File: src/rtl/game_round_sequencer.sv
`default_nettype none
// ============================================================================
// Module   : game_round_sequencer
// Brief    : Debounced fire key and torpedo-round state machine (spawn/shoot/reload).
// Revision : 1.0
// ============================================================================
module game_round_sequencer #(
    parameter int DEBOUNCE_FRAMES = 3,
    parameter int RELOAD_FRAMES   = 30,
    parameter int SHOTS_PER_ROUND = 8,
    parameter int HITS_TO_WIN     = 5
) (
    input  logic       clk,
    input  logic       reset,
    input  logic       key,
    input  logic       frame_tick,
    input  logic       target_within_screen,
    input  logic       torpedo_within_screen,
    input  logic       collision,
    output logic       target_write,
    output logic       torpedo_write,
    output logic [3:0] shots_left,
    output logic [3:0] hits,
    output logic       round_over,
    output logic       round_won
);

    localparam logic [2:0] c_idle   = 3'd0;
    localparam logic [2:0] c_spawn  = 3'd1;
    localparam logic [2:0] c_armed  = 3'd2;
    localparam logic [2:0] c_fly    = 3'd3;
    localparam logic [2:0] c_reload = 3'd4;
    localparam logic [2:0] c_over   = 3'd5;

    localparam logic [3:0] c_db_last     = 4'(DEBOUNCE_FRAMES - 1);
    localparam logic [5:0] c_reload_last = 6'(RELOAD_FRAMES - 1);
    localparam logic [3:0] c_shots       = 4'(SHOTS_PER_ROUND);
    localparam logic [3:0] c_win_hits    = 4'(HITS_TO_WIN);
    localparam logic [3:0] c_hits_max    = 4'd15;

    logic [2:0] r_state;
    logic [2:0] w_next_state;

    logic [3:0] r_db_cnt;
    logic       r_key_level;
    logic       r_key_level_d;
    logic       w_press;

    logic [5:0] r_reload_cnt;
    logic       w_reload_done;

    logic       r_target_write;
    logic       r_torpedo_write;
    logic [3:0] r_shots_left;
    logic [3:0] r_hits;
    logic       r_round_over;
    logic       r_round_won;

    logic       w_target_write_nxt;
    logic       w_torpedo_write_nxt;
    logic [3:0] w_shots_left_nxt;
    logic [3:0] w_hits_nxt;
    logic       w_round_over_nxt;
    logic       w_round_won_nxt;
    logic       w_fly_first;

    // Debouncer: key is only looked at on frame ticks; any agreeing sample restarts the count.
    always_ff @(posedge clk) begin
        if (reset) begin
            r_key_level   <= 1'b0;
            r_key_level_d <= 1'b0;
            r_db_cnt      <= 4'd0;
        end else begin
            r_key_level_d <= r_key_level;
            if (frame_tick) begin
                if (key == r_key_level) begin
                    r_db_cnt <= 4'd0;
                end else if (r_db_cnt >= c_db_last) begin
                    r_key_level <= key;
                    r_db_cnt    <= 4'd0;
                end else begin
                    r_db_cnt <= r_db_cnt + 4'd1;
                end
            end
        end
    end

    assign w_press = r_key_level & ~r_key_level_d;

    always_ff @(posedge clk) begin
        if (reset || (r_state != c_reload)) begin
            r_reload_cnt <= 6'd0;
        end else if (frame_tick) begin
            r_reload_cnt <= w_reload_done ? 6'd0 : r_reload_cnt + 6'd1;
        end
    end

    assign w_reload_done = (r_state == c_reload) && frame_tick && (r_reload_cnt == c_reload_last);

    // torpedo_write is high exactly during the first FLY cycle, while the sprite is still loading.
    assign w_fly_first = r_torpedo_write;

    always_ff @(posedge clk) begin
        if (reset) begin
            r_state <= c_idle;
        end else begin
            r_state <= w_next_state;
        end
    end

    always_comb begin
        w_next_state = r_state;
        case (r_state)
            c_idle, c_over: begin
                if (w_press) w_next_state = c_spawn;
            end
            c_spawn: begin
                w_next_state = c_armed;
            end
            c_armed: begin
                if (w_press)                    w_next_state = c_fly;
                else if (!target_within_screen) w_next_state = c_spawn;
            end
            c_fly: begin
                if (collision)                                     w_next_state = c_reload;
                else if (!w_fly_first && !torpedo_within_screen)   w_next_state = c_reload;
            end
            c_reload: begin
                if (w_reload_done) begin
                    if (r_hits == c_win_hits)      w_next_state = c_over;
                    else if (r_shots_left == 4'd0) w_next_state = c_over;
                    else                           w_next_state = c_spawn;
                end
            end
            default: w_next_state = c_idle;
        endcase
    end

    always_comb begin
        w_shots_left_nxt    = r_shots_left;
        w_hits_nxt          = r_hits;
        w_round_won_nxt     = r_round_won;
        w_target_write_nxt  = (w_next_state == c_spawn);
        w_torpedo_write_nxt = (r_state == c_armed) && w_press;
        w_round_over_nxt    = (w_next_state == c_over);
        case (r_state)
            c_idle, c_over: begin
                if (w_press) begin
                    w_shots_left_nxt = c_shots;
                    w_hits_nxt       = 4'd0;
                    w_round_won_nxt  = 1'b0;
                end
            end
            c_armed: begin
                if (w_press && (r_shots_left != 4'd0)) w_shots_left_nxt = r_shots_left - 4'd1;
            end
            c_fly: begin
                if (collision && (r_hits != c_hits_max)) w_hits_nxt = r_hits + 4'd1;
            end
            c_reload: begin
                if (w_reload_done && (r_hits == c_win_hits)) w_round_won_nxt = 1'b1;
            end
            default: ;
        endcase
    end

    always_ff @(posedge clk) begin
        if (reset) begin
            r_target_write  <= 1'b0;
            r_torpedo_write <= 1'b0;
            r_shots_left    <= 4'd0;
            r_hits          <= 4'd0;
            r_round_over    <= 1'b0;
            r_round_won     <= 1'b0;
        end else begin
            r_target_write  <= w_target_write_nxt;
            r_torpedo_write <= w_torpedo_write_nxt;
            r_shots_left    <= w_shots_left_nxt;
            r_hits          <= w_hits_nxt;
            r_round_over    <= w_round_over_nxt;
            r_round_won     <= w_round_won_nxt;
        end
    end

    assign target_write  = r_target_write;
    assign torpedo_write = r_torpedo_write;
    assign shots_left    = r_shots_left;
    assign hits          = r_hits;
    assign round_over    = r_round_over;
    assign round_won     = r_round_won;

endmodule
`default_nettype wire

File: config.mk
export PLATFORM = sky130hd
export DESIGN_NAME = game_round_sequencer
export DESIGN_NICKNAME = d
export VERILOG_FILES = /design/src/rtl/game_round_sequencer.sv
export SDC_FILE = /design/constraint.sdc
export NUM_CORES = 1
export LEC_CHECK = 0
export BUFFER_PORTS_ARGS = -buffer_cell sky130_fd_sc_hd__buf_2
export CORE_ASPECT_RATIO = 0.9
export CORE_MARGIN = 10
export CORE_UTILIZATION = 55
export DETAILED_ROUTE_END_ITERATION = 7
export HOLD_SLACK_MARGIN = 0.1
export PLACE_DENSITY = 0.77
export SLEW_MARGIN = 20
export SYNTH_ARGS = -nofsm -noshare
export SYNTH_HDL_FRONTEND = slang
export SYNTH_SLANG_ARGS = --single-unit
File: constraint.sdc
create_clock -name clk -period 4.28 [get_ports clk]
set_input_delay 0 -clock clk [delete_from_list [all_inputs] [get_ports clk]]
set_output_delay 0 -clock clk [all_outputs]
set_load 0.05 [all_outputs]
# Word level (Yosys, flattened, before mapping)
# Cells that the tools add are included.
# op_classes
n_addsub,4
order_cmp,1
eq_ne,16
mux,21
bitwise,3
reduce_logical,21
# ops
op,count
$mux W3,8
$mux W4,6
$pmux W4 S2,2
$pmux W3 S5,1
$reduce_and A3 Y1,4
$eq A3 B3 Y1 const B,3
$add A4 B1 Y4 const B,2
$logic_and A1 B1 Y1,7
$add A6 B1 Y6 const B,1
$eq A3 B1 Y1 const B,2
$eq A3 B2 Y1 const B,2
$eq A6 B5 Y1 const B,1
$mux W6,1
$reduce_bool A2 Y1,3
$eq A4 B3 Y1 const B,1
$ge A4 B2 Y1 const B,1
$logic_not A4 Y1,1
$ne A2 B1 Y1 const B,2
$ne A2 B2 Y1 const B,2
$ne A4 B4 Y1 const B,1
$reduce_bool A4 Y1,1
$sub A4 B1 Y4 const B,1
$logic_not A3 Y1,1
$ne A3 B3 Y1 const B,1
other kinds (8),11
# word_totals
regBits,27

# Logic depth before layout (Yosys ltp)
# Gate-level depths: netlist (run 1).
# depth
depth_word,6
mapped_depth,6
mapped_depth_nobuf,6

# Least setup slack after synthesis (run 1)
# No wires, ideal clock.
# synth_timing
path_type,reg-to-reg
from,register r_shots_left[0] (netlist: shots_left[0])
to,register r_target_write (netlist: target_write)
arrival_ps,1751
path_slack_ps,2450
path_stages_with_launch,7
path_buffers,0
path_cell_list,dfxtp_1 inv_1 ha_1 nor3b_1 nor4_1 o221a_2 nor3b_1
# synth_via
elab_chain_len,6
# synth_rtl
item,line,source
"start, declared",54,logic [3:0] r_shots_left;
"start signal, assigned",178,r_shots_left <= w_shots_left_nxt;
$logic_not A4 Y1,131,else if (r_shots_left == 4'd0) w_next_state = c_over;
$mux W3,131,
$mux W3,130,if (r_hits == c_win_hits) w_next_state = c_over;
$mux W3,129,if (w_reload_done) begin
$pmux W3 S5,113,case (r_state)
$eq A3 B1 Y1,143,w_target_write_nxt = (w_next_state == c_spawn);
"end signal, assigned",176,r_target_write <= w_target_write_nxt;
"end, declared",52,logic r_target_write;
# Every way passes these cells.
# A chain may end at the register's enable or synchronous reset.

# Worst setup path after layout (run 1)
# layout_timing
from,register r_db_cnt[0]
to,register r_key_level
# layout_via
elab_chain_len,2
# layout_rtl
item,line,source
"start, declared",44,logic [3:0] r_db_cnt;
"start signal, assigned",82,r_db_cnt <= r_db_cnt + 4'd1;
$ge A4 B2 Y1,78,end else if (r_db_cnt >= c_db_last) begin
$reduce_and A3 Y1 (no source line),-,
"end signal, assigned",79,r_key_level <= key;
"end, declared",45,logic r_key_level;
# Every way passes these cells.

==> flow_summary_export.csv, run 1 <==
group,metric,value,unit
power,vdd_ir_drop_max,0.185,mV
worst_setup_path,cp_data_arrival_time,2220,ps
routing,dr.pass1.iters,4,
yosys,yosysWarnings,0,
global_routing,overflow,0,
clock_tree,cts.sinks,27,
finish,finalNetCount,190,
routing,wirelength,2910,um
yosys,syn_area,1390,um^2
clock_tree,post_cts_resize_count,0,
global_routing,grt_first_pass_wirelength,5020,um
worst_setup_path,r2r_setup_slack,2270,ps
hold_path,hp-class,"in -> reg",
routing,vias_per_cell,5.65,
worst_setup_path,rr_worst_depth,7,
routing,drc,0,
yosys,synth_cell_types,46,
yosys,syn_nets,169,
hold_path,holdPathStages,4,
routing,ant_nets,0,
worst_setup_path,start_kind,"flip-flop",
timing,setup_viol,0,
global_routing,grt_usage,12.3,%
clock_tree,cts_buffer_depth,2,
timing,fin_crit_sh,46.8,%
yosys,synth_seq_cells,27,
hold_path,min_to,"hits[0]",
die,placementRows,17,
routing,post_drt_wl_per_cell,14.3,um
global_routing,grt_pass1_vias,1134,
timing,rsz0062_at_grt,"false",
die,die_width,73.0,um
timing,finClkSkew,7.60,ps
global_routing,grt_start_max_net_pins,20,
yosys,yosysSeqAreaShare,38.8,%
clock_tree,cts_hold_buf,5,
outcome,status,"completed",
finish,drive_gt1_share,16.6,%
placed_design,place_hpwl,2180,um
yosys,synth_area_leaders,"dfxtp_1 (39%), ha_1 (6.3%), nor2_1 (4.0%)",
timing,setup_tns,0,ps
yosys,synth_top_area_cell,"dfxtp_1",
worst_setup_path,crit_family,"buffers and inverters",
timing,finalCriticalPeriod,2010,ps
timing,worst_slew_pin_slew,520,ps
timing,hold_viol_final,0,
timing,max_freq,499,MHz
yosys,synth-edff-count,0,
worst_setup_path,rr_startpoint,"r_db_cnt[0]",
yosys,synth_area_per_cell,8.98,um^2
clock_tree,cts-root-buf,"clkbuf_4",
worst_setup_path,worstSetupPathType,"reg -> reg",
clock_tree,htree_levels,1,
die,start_util,56.9,%
routing,drt_iter0_markers,141,
worst_setup_path,cp_max_fo,3,
die,core,2450,um^2
placed_design,placed_cell_area,1470,um^2
worst_setup_path,cp_slowest_cell,"dlygate4sd3_1",
clock_tree,clk_pin_slew,150,ps
placed_design,numPortBuffers,18,
yosys,synth_ff_type,"dfxtp_1",
yosys,yosysTopAreaCellShare,38.8,%
power,power.leakage,0.619,nW
worst_setup_path,r2r_end,"r_key_level",
placed_design,place.gp.congestion,0.856,
worst_setup_path,critPathBufInv,2,
hold_path,min_from,"collision",
clock_tree,clock_latency,320,ps
finish,final_cell_area,1550,um^2
routing,vias,1147,
worst_setup_path,cp.required,4500,ps
clock_tree,cts_tree,"done",
finish,area_growth,11.1,%
timing,finalMaxSlewViolations,0,
finish,num_antenna_cells,0,
yosys,async_flop_share,0,%
run,maxCapViolCount,0,
worst_setup_path,crit_path_cell_trace,"inv_1, ha_1, nor4_1, nand2b_1, mux2i_1, nor2_1, dlygate4sd3_1",
die,die_height,67.7,um
worst_setup_path,endpoint_kind,"flip-flop",
clock_tree,cts_buffers,3,
die,num_io_pins,19,
power,power_density,253,nW/um^2
yosys,netlist_instances,155,
timing,slew_headroom,64.9,%
die,die-area,4950,um^2
clock_tree,postCtsSetupBuffers,0,
global_routing,antenna_found_initial,0,
finish,post-route-util,63.3,%
worst_setup_path,critPathMaxStageDelay,560,ps
layer usage:
metal	track usage, %	vias to the layer above	routed length (um)
li1	-	590	-
met1	15.2	540	1380
met2	20.7	15	1380
met3	2.93	2	114
met4	3.79	0	23
met5	0	-	0
per-stage QoR:
stage,hold slack (ps),instances,worst slack [ps],total power [mW]
after floorplan,144,155,2450,0.278
after global placement,261,194,2630,0.284
after detailed placement,282,194,2580,0.285
after CTS,191,203,2270,0.397
after global routing,215,203,2070,0.411
final,194,203,2270,0.392
state kept, by name (all words and copies together) (netlist names):
signal         cells
round_over         1
hits               4
r_key_level        1
r_db_cnt           4
r_reload_cnt       6
target_write       1
shots_left         4
round_won          1
r_state            3
torpedo_write      1
r_key_level_d      1
how the worst max path moves through the flow:
stage                        from      endpoint  slack, ps  cells after the start
floorplan           shots_left[0]  target_write       2450                      6
global placement       r_state[0]       hits[1]       2630                      4
detailed placement     r_state[0]       hits[1]       2580                      4
CTS                   r_db_cnt[0]   r_key_level       2270                      7
global route          r_db_cnt[0]   r_key_level       2070                      7
finish                r_db_cnt[0]   r_key_level       2270                      7
cell usage in the layout (no fill, tap or decap), types with 3 or more instances in the layout:
| master | n |
|---|---|
| dfxtp_1 | 27 |
| buf_2 | 18 |
| nor2_1 | 15 |
| inv_1 | 11 |
| nand3_1 | 7 |
| ha_1 | 7 |
| nand2_1 | 6 |
| xor2_1 | 5 |
| dlygate4sd3_1 | 5 |
| nand2b_1 | 4 |
| or3_1 | 4 |
| nor4_1 | 4 |
| nor3_1 | 4 |
| a21oi_1 | 4 |
| nand4_1 | 3 |
| and3b_1 | 3 |
| nor3b_1 | 3 |
| mux2i_1 | 3 |
| o21a_1 | 3 |
| clkbuf_4 | 3 |
worst reg2reg max path, cell delays in order (launching register included):
cell and delay [ps]:
dfxtp_1 370, inv_1 70, ha_1 190, nor4_1 310, nand2b_1 180, mux2i_1 190, nor2_1 50, dlygate4sd3_1 560
power by group:
group	switching (mW)	internal [mW]
clock network	0.0730	0.0364
logic	0.0153	0.0115
registers	0.00210	0.253
synth_stat cells (4+ instances only):
master / instances
a21oi_1: 4
nand2b_1: 4
dfxtp_1: 27
xor2_1: 5
ha_1: 7
or3_1: 4
nand3_1: 7
nand2_1: 6
nor4_1: 4
inv_1: 11
nor2_1: 15
nor3_1: 4
cells by family after synthesis:
kind of cell    Yosys count  share of synthesized area (%)
simple gates             66                           27.0
flops                    27                           38.8
compound gates           25                           13.1
buf+inv                  18                           6.29
xor+xnor                  8                           5.57
fa+ha+maj                 7                           6.29
mux                       4                           2.96
layout make-up:
cell class / count / area, um^2
Multi-Input combinational cell: 110 / 764
Tap cell: 28 / 35.0
Sequential cell: 27 / 541
Fill cell: 232 / 898
Timing Repair Buffer: 23 / 140
Clock buffer: 4 / 26.3
Inverter: 11 / 41.3
(Power assumes the default switching activity.)
==> run 2: changes to the inputs <==
==> constraint.sdc (replaced) <==
create_clock -name clk -period 2 [get_ports clk]
set_input_delay 0 -clock clk [delete_from_list [all_inputs] [get_ports clk]]
set_output_delay 0 -clock clk [all_outputs]
set_load 0.05 [all_outputs]
==> run 2 against run 1 <==
Hold slack improved by 6.4 ps. Utilization down 0.41 points. Critical path depth down 3. Final cell count down 0.49%. First-iteration DRC count fell by 16%. Clock skew rose by 3.3 ps. Final area is 0.65% lower. Register-to-register slack got worse by 2100 ps. Critical path type unchanged. Critical endpoint is now hits[1]. Largest power group unchanged. Highest routed layer unchanged.
==> flow_summary_export.csv, run 2 (synthesis gave the netlist of run 1 again) <==
group,metric,value,unit
routing,drc,0,
finish,num_antenna_cells,0,
worst_setup_path,critPathMaxStageDelay,610,ps
die,num_io_pins,19,
clock_tree,post_cts_resize_count,0,
routing,wirelength,2940,um
die,core,2450,um^2
worst_setup_path,path_depth,4,
timing,finalCriticalPeriod,1780,ps
clock_tree,cts.sinks,27,
die,placementRows,17,
finish,max_flop_register,"r_reload_cnt",
timing,rsz0062_at_grt,"false",
timing,finClkSkew,10.9,ps
global_routing,grt_pass1_vias,1110,
placed_design,placed_cell_area,1470,um^2
worst_setup_path,r2r_end,"hits[1]",
placed_design,numPortBuffers,18,
outcome,status,"completed",
worst_setup_path,worstSetupPathType,"reg -> reg",
timing,setup_tns,0,ps
power,power_density,548,nW/um^2
worst_setup_path,cp_slowest_cell,"dfxtp_1",
hold_path,holdPathStages,5,
worst_setup_path,endpoint_kind,"flip-flop",
hold_path,min_from,"torpedo_within_screen",
routing,dr.pass1.iters,4,
finish,final_cell_area,1540,um^2
finish,drive_gt1_share,16.7,%
die,die_height,67.7,um
die,die_width,73.0,um
timing,slew_headroom,65.2,%
global_routing,overflow,0,
placed_design,place.gp.congestion,0.856,
finish,largest_reg_flops,6,
finish,final_cells,202,
routing,drt_iter0_markers,119,
finish,final_cell_mix,"dfxtp_1 (27), buf_2 (18), nor2_1 (15)",
worst_setup_path,start_kind,"flip-flop",
finish,layout_commonest_cell,"dfxtp_1",
finish,area_growth,10.4,%
hold_path,min_to,"r_state[2]",
timing,worst_slew_pin_slew,515,ps
timing,fin_crit_sh,89.1,%
clock_tree,cts-root-buf,"clkbuf_4",
routing,vias,1167,
worst_setup_path,critPathBufInv,0,
clock_tree,cts_tree,"done",
die,start_util,56.9,%
clock_tree,htree_levels,1,
routing,ant_nets,0,
timing,finalMaxSlewViolations,0,
run,maxCapViolCount,0,
clock_tree,cts_buffers,3,
global_routing,grt_usage,12.3,%
worst_setup_path,cp.required,2270,ps
die,die-area,4950,um^2
worst_setup_path,cp_max_fo,12,
power,totalPowerFinal,843,uW
hold_path,hp-class,"in -> reg",
timing,hold_viol_final,0,
routing,vias_per_cell,5.78,
global_routing,grt_start_max_net_pins,20,
worst_setup_path,crit_path_cell_trace,"xor2_2, or3_1, a211o_1, a21oi_2",
power,vdd_ir_drop_max,0.662,mV
worst_setup_path,crit_family,"flip-flops",
clock_tree,clk_pin_slew,150,ps
finish,post-route-util,62.9,%
placed_design,place_hpwl,2210,um
global_routing,antenna_found_initial,0,
worst_setup_path,cp_data_arrival_time,2050,ps
timing,max_freq,561,MHz
clock_tree,cts_buffer_depth,2,
worst_setup_path,r2r_setup_slack,220,ps
routing,post_drt_wl_per_cell,14.5,um
clock_tree,postCtsSetupBuffers,0,
worst_setup_path,rr_startpoint,"r_state[0]",
power,power.leakage,0.612,nW
clock_tree,cts_hold_buf,4,
finish,finalNetCount,189,
clock_tree,clock_latency,330,ps
timing,setup_viol,0,
finish,nFillCells,234,
placed_design,dp_cells,194,
global_routing,grt_first_pass_wirelength,5000,um
worst_setup_path,rr_worst_depth,4,
run 2: changes by cell type in the layout (fill, tap and decap cells not counted):
cell / change
dlygate4sd3_1: -1
run 2: power breakdown:
group	internal (mW)	switching (mW)	leakage, nW
Sequential	0.542	0.00453	0.218
Clock	0.0782	0.161	0.0150
Combinational	0.0242	0.0324	0.379
run 2: worst min-delay path: cells and delay by family:
kind | cells | cell delay (ps)
compound gates | 2 | 300
buf+inv | 1 | 80
simple gates | 2 | 130
run 2: through the flow:
step | setup slack, ps | hold slack (ps)
after global routing | 111 | 209
after detailed placement | 291 | 298
after CTS | 239 | 196
final | 218 | 201
after floorplan | 170 | 144
after global placement | 352 | 261
run 2: routing by layer:
metal	GRT usage, %	part of all wire [%]	up-vias
met4	1.42	0.41	0
met1	14.2	45	558
met5	0	0	-
met2	21.6	48	23
li1	-	-	584
met3	4.98	5.9	2
run 2: layout make-up:
type,count,area (um^2),area share (%)
Multi-Input combinational cell,110,764,49.7
Sequential cell,27,541,35.2
Timing Repair Buffer,22,130,8.46
Inverter,11,41.3,2.69
Tap cell,28,35.0,2.28
Clock buffer,4,26.3,1.71
run 2: how the worst max path moves through the flow:
stage	to	from	slack (ps)
4_1_cts	hits[1]	r_state[0]	240
6_report	hits[1]	r_state[0]	220
2_1_floorplan	target_write	shots_left[0]	170
3_3_place_gp	hits[1]	r_state[0]	350
5_1_grt	hits[3]	r_state[0]	110
3_5_place_dp	hits[1]	r_state[0]	290
==> run 3: changes to the inputs <==
--- a/config.mk
+++ b/config.mk
@@ -6,9 +6,9 @@
 export NUM_CORES = 1
 export LEC_CHECK = 0
 export BUFFER_PORTS_ARGS = -buffer_cell sky130_fd_sc_hd__buf_2
-export CORE_ASPECT_RATIO = 0.9
 export CORE_MARGIN = 10
 export CORE_UTILIZATION = 55
+export CTS_BUF_LIST = sky130_fd_sc_hd__clkbuf_4 sky130_fd_sc_hd__clkbuf_8
 export DETAILED_ROUTE_END_ITERATION = 7
 export HOLD_SLACK_MARGIN = 0.1
 export PLACE_DENSITY = 0.77
==> run 3 against run 2 <==
Global-route usage decreased by 0.30 points. Total power decreased by 0.69%. Final area increased by 2.0%. Critical endpoint is now r_key_level. Highest routed layer unchanged.
==> flow_summary_export.csv, run 3 (synthesis gave the netlist of run 1 again) <==
group,metric,value,unit
routing,wirelength,2870,um
routing,drc,0,
finish,final_cells,205,
power,vdd_ir_drop_max,0.386,mV
placed_design,place_hpwl,2150,um
timing,worst_slack,134,ps
worst_setup_path,crit_path_cell_trace,"inv_1, ha_1, nor4_4, nand2b_1, mux2i_1, nor2_1, dlygate4sd3_1",
outcome,status,"completed",
worst_setup_path,r2r_end,"r_key_level",
finish,largest_reg_flops,6,
worst_setup_path,cp.required,2230,ps
clock_tree,clock_latency,320,ps
finish,final_cell_area,1570,um^2
finish,max_flop_register,"r_reload_cnt",
timing,rsz0062_at_grt,"false",
timing,hold_viol_final,0,
power,totalPowerFinal,837,uW
worst_setup_path,r2r_setup_slack,130,ps
timing,setup_viol,0,
power,power_density,534,nW/um^2
die,die-area,4940,um^2
timing,fin_crit_sh,93.3,%
worst_setup_path,cp_slowest_cell,"dlygate4sd3_1",
worst_setup_path,worstSetupPathType,"reg -> reg",
worst_setup_path,cp_max_fo,3,
worst_setup_path,critPathMaxStageDelay,570,ps
timing,max_freq,536,MHz
timing,finalMaxSlewViolations,0,
die,core,2450,um^2
routing,vias,1145,
finish,layout_commonest_cell,"dfxtp_1",
routing,post_drt_wl_per_cell,14.0,um
worst_setup_path,critPathLaunch,"r_db_cnt[0]",
power,power.leakage,0.629,nW
placed_design,dp_cells,196,
global_routing,antenna_found_initial,0,
die,die_width,70.3,um
hold_path,min_to,"r_state[2]",
clock_tree,htree_levels,1,
clock_tree,postCtsSetupBuffers,0,
hold_path,holdPathStages,5,
timing,finalCriticalPeriod,1870,ps
worst_setup_path,rr_worst_depth,7,
routing,vias_per_cell,5.59,
clock_tree,cts.sinks,27,
finish,final_cell_mix,"dfxtp_1 (26), buf_2 (18), nor2_1 (15)",
die,placementRows,18,
worst_setup_path,rr_startpoint,"r_db_cnt[0]",
run,maxCapViolCount,0,
global_routing,grt_start_max_net_pins,20,
routing,dr.pass1.iters,5,
finish,nFillCells,219,
die,num_io_pins,19,
die,die_height,70.3,um
finish,area_growth,12.6,%
global_routing,grt_usage,12.0,%
finish,drive_gt1_share,18.3,%
global_routing,grt_pass1_vias,1215,
worst_setup_path,start_kind,"flip-flop",
hold_path,hp-class,"in -> reg",
routing,drt_iter0_markers,60,
timing,slew_headroom,65.3,%
clock_tree,cts_buffer_depth,2,
die,start_util,56.7,%
finish,num_antenna_cells,0,
worst_setup_path,cp_data_arrival_time,2100,ps
clock_tree,clk_pin_slew,150,ps
timing,worst_slew_pin_slew,513,ps
global_routing,grt_first_pass_wirelength,5290,um
placed_design,place.gp.congestion,0.865,
timing,finClkSkew,11.5,ps
clock_tree,cts_tree,"done",
placed_design,placed_cell_area,1470,um^2
placed_design,pre_cts_slack,298,ps
clock_tree,cts_buffers,3,
worst_setup_path,endpoint_kind,"flip-flop",
clock_tree,cts-root-buf,"clkbuf_4",
routing,ant_nets,0,
placed_design,numPortBuffers,18,
timing,setup_tns,0,ps
hold_path,min_from,"torpedo_within_screen",
global_routing,overflow,0,
finish,finalNetCount,190,
run 3: cell types whose count changed in the layout (fill, tap and decap cells not counted), sizes merged:
cell,previous run,this run
clkinv,0,1
dlygate4sd3,4,5
clkbuf,4,3
run 3: stage by stage:
| stage | hold WS, ps | utilization, % |
|---|---|---|
| detailed placement | 272 | 60.0 |
| global route | 213 | 63.9 |
| finish | 196 | 63.9 |
| global placement | 262 | 60.0 |
| CTS | 182 | 63.2 |
| floorplan | 144 | - |
run 3: layout make-up:
class                           count  area (um^2)  share of cell area [%]
Inverter                           11         41.3                    2.63
Timing Repair Buffer               23          140                    8.94
Multi-Input combinational cell    110          779                    49.7
Sequential cell                    27          542                    34.6
Clock buffer                        3         22.5                    1.44
Clock inverter                      1         5.00                   0.319
Tap cell                           30         37.5                    2.39
run 3: report_power, final:
part           total, mW  internal [mW]  switching, mW
combinational     0.0582         0.0256         0.0326
sequential         0.547          0.543        0.00480
clock              0.232         0.0749          0.157
total              0.837          0.643          0.194
run 3: worst max-delay path by stage:
stage / endpoint / slack (ps)
2_1_floorplan: target_write / 170
3_3_place_gp: hits[1] / 350
3_5_place_dp: hits[1] / 300
4_1_cts: r_key_level / 10
5_1_grt: r_key_level / 2
6_report: r_key_level / 130
run 3: worst max-delay path, delay by kind of cell (launching register included):
| family | cells | cell delay, ps |
|---|---|---|
| buffers and inverters | 2 | 620 |
| adders and majority gates | 1 | 220 |
| and+or+nand+nor | 3 | 400 |
| muxes | 1 | 180 |
| DFF | 1 | 360 |
run 3: repair_timing:
action                                 CTS  global route
setup endpoints to repair                0             1
endpoints found under the hold margin   13             0
hold buffers                             5             0
resized for setup                        0             3
run 3: metal layers:
metal | track usage [%] | up-vias | routed length [um]
li1 | - | 586 | -
met3 | 2.68 | 2 | 116
met1 | 15.2 | 535 | 1410
met5 | 0 | - | 0
met2 | 19.9 | 22 | 1330
met4 | 2.85 | 0 | 13
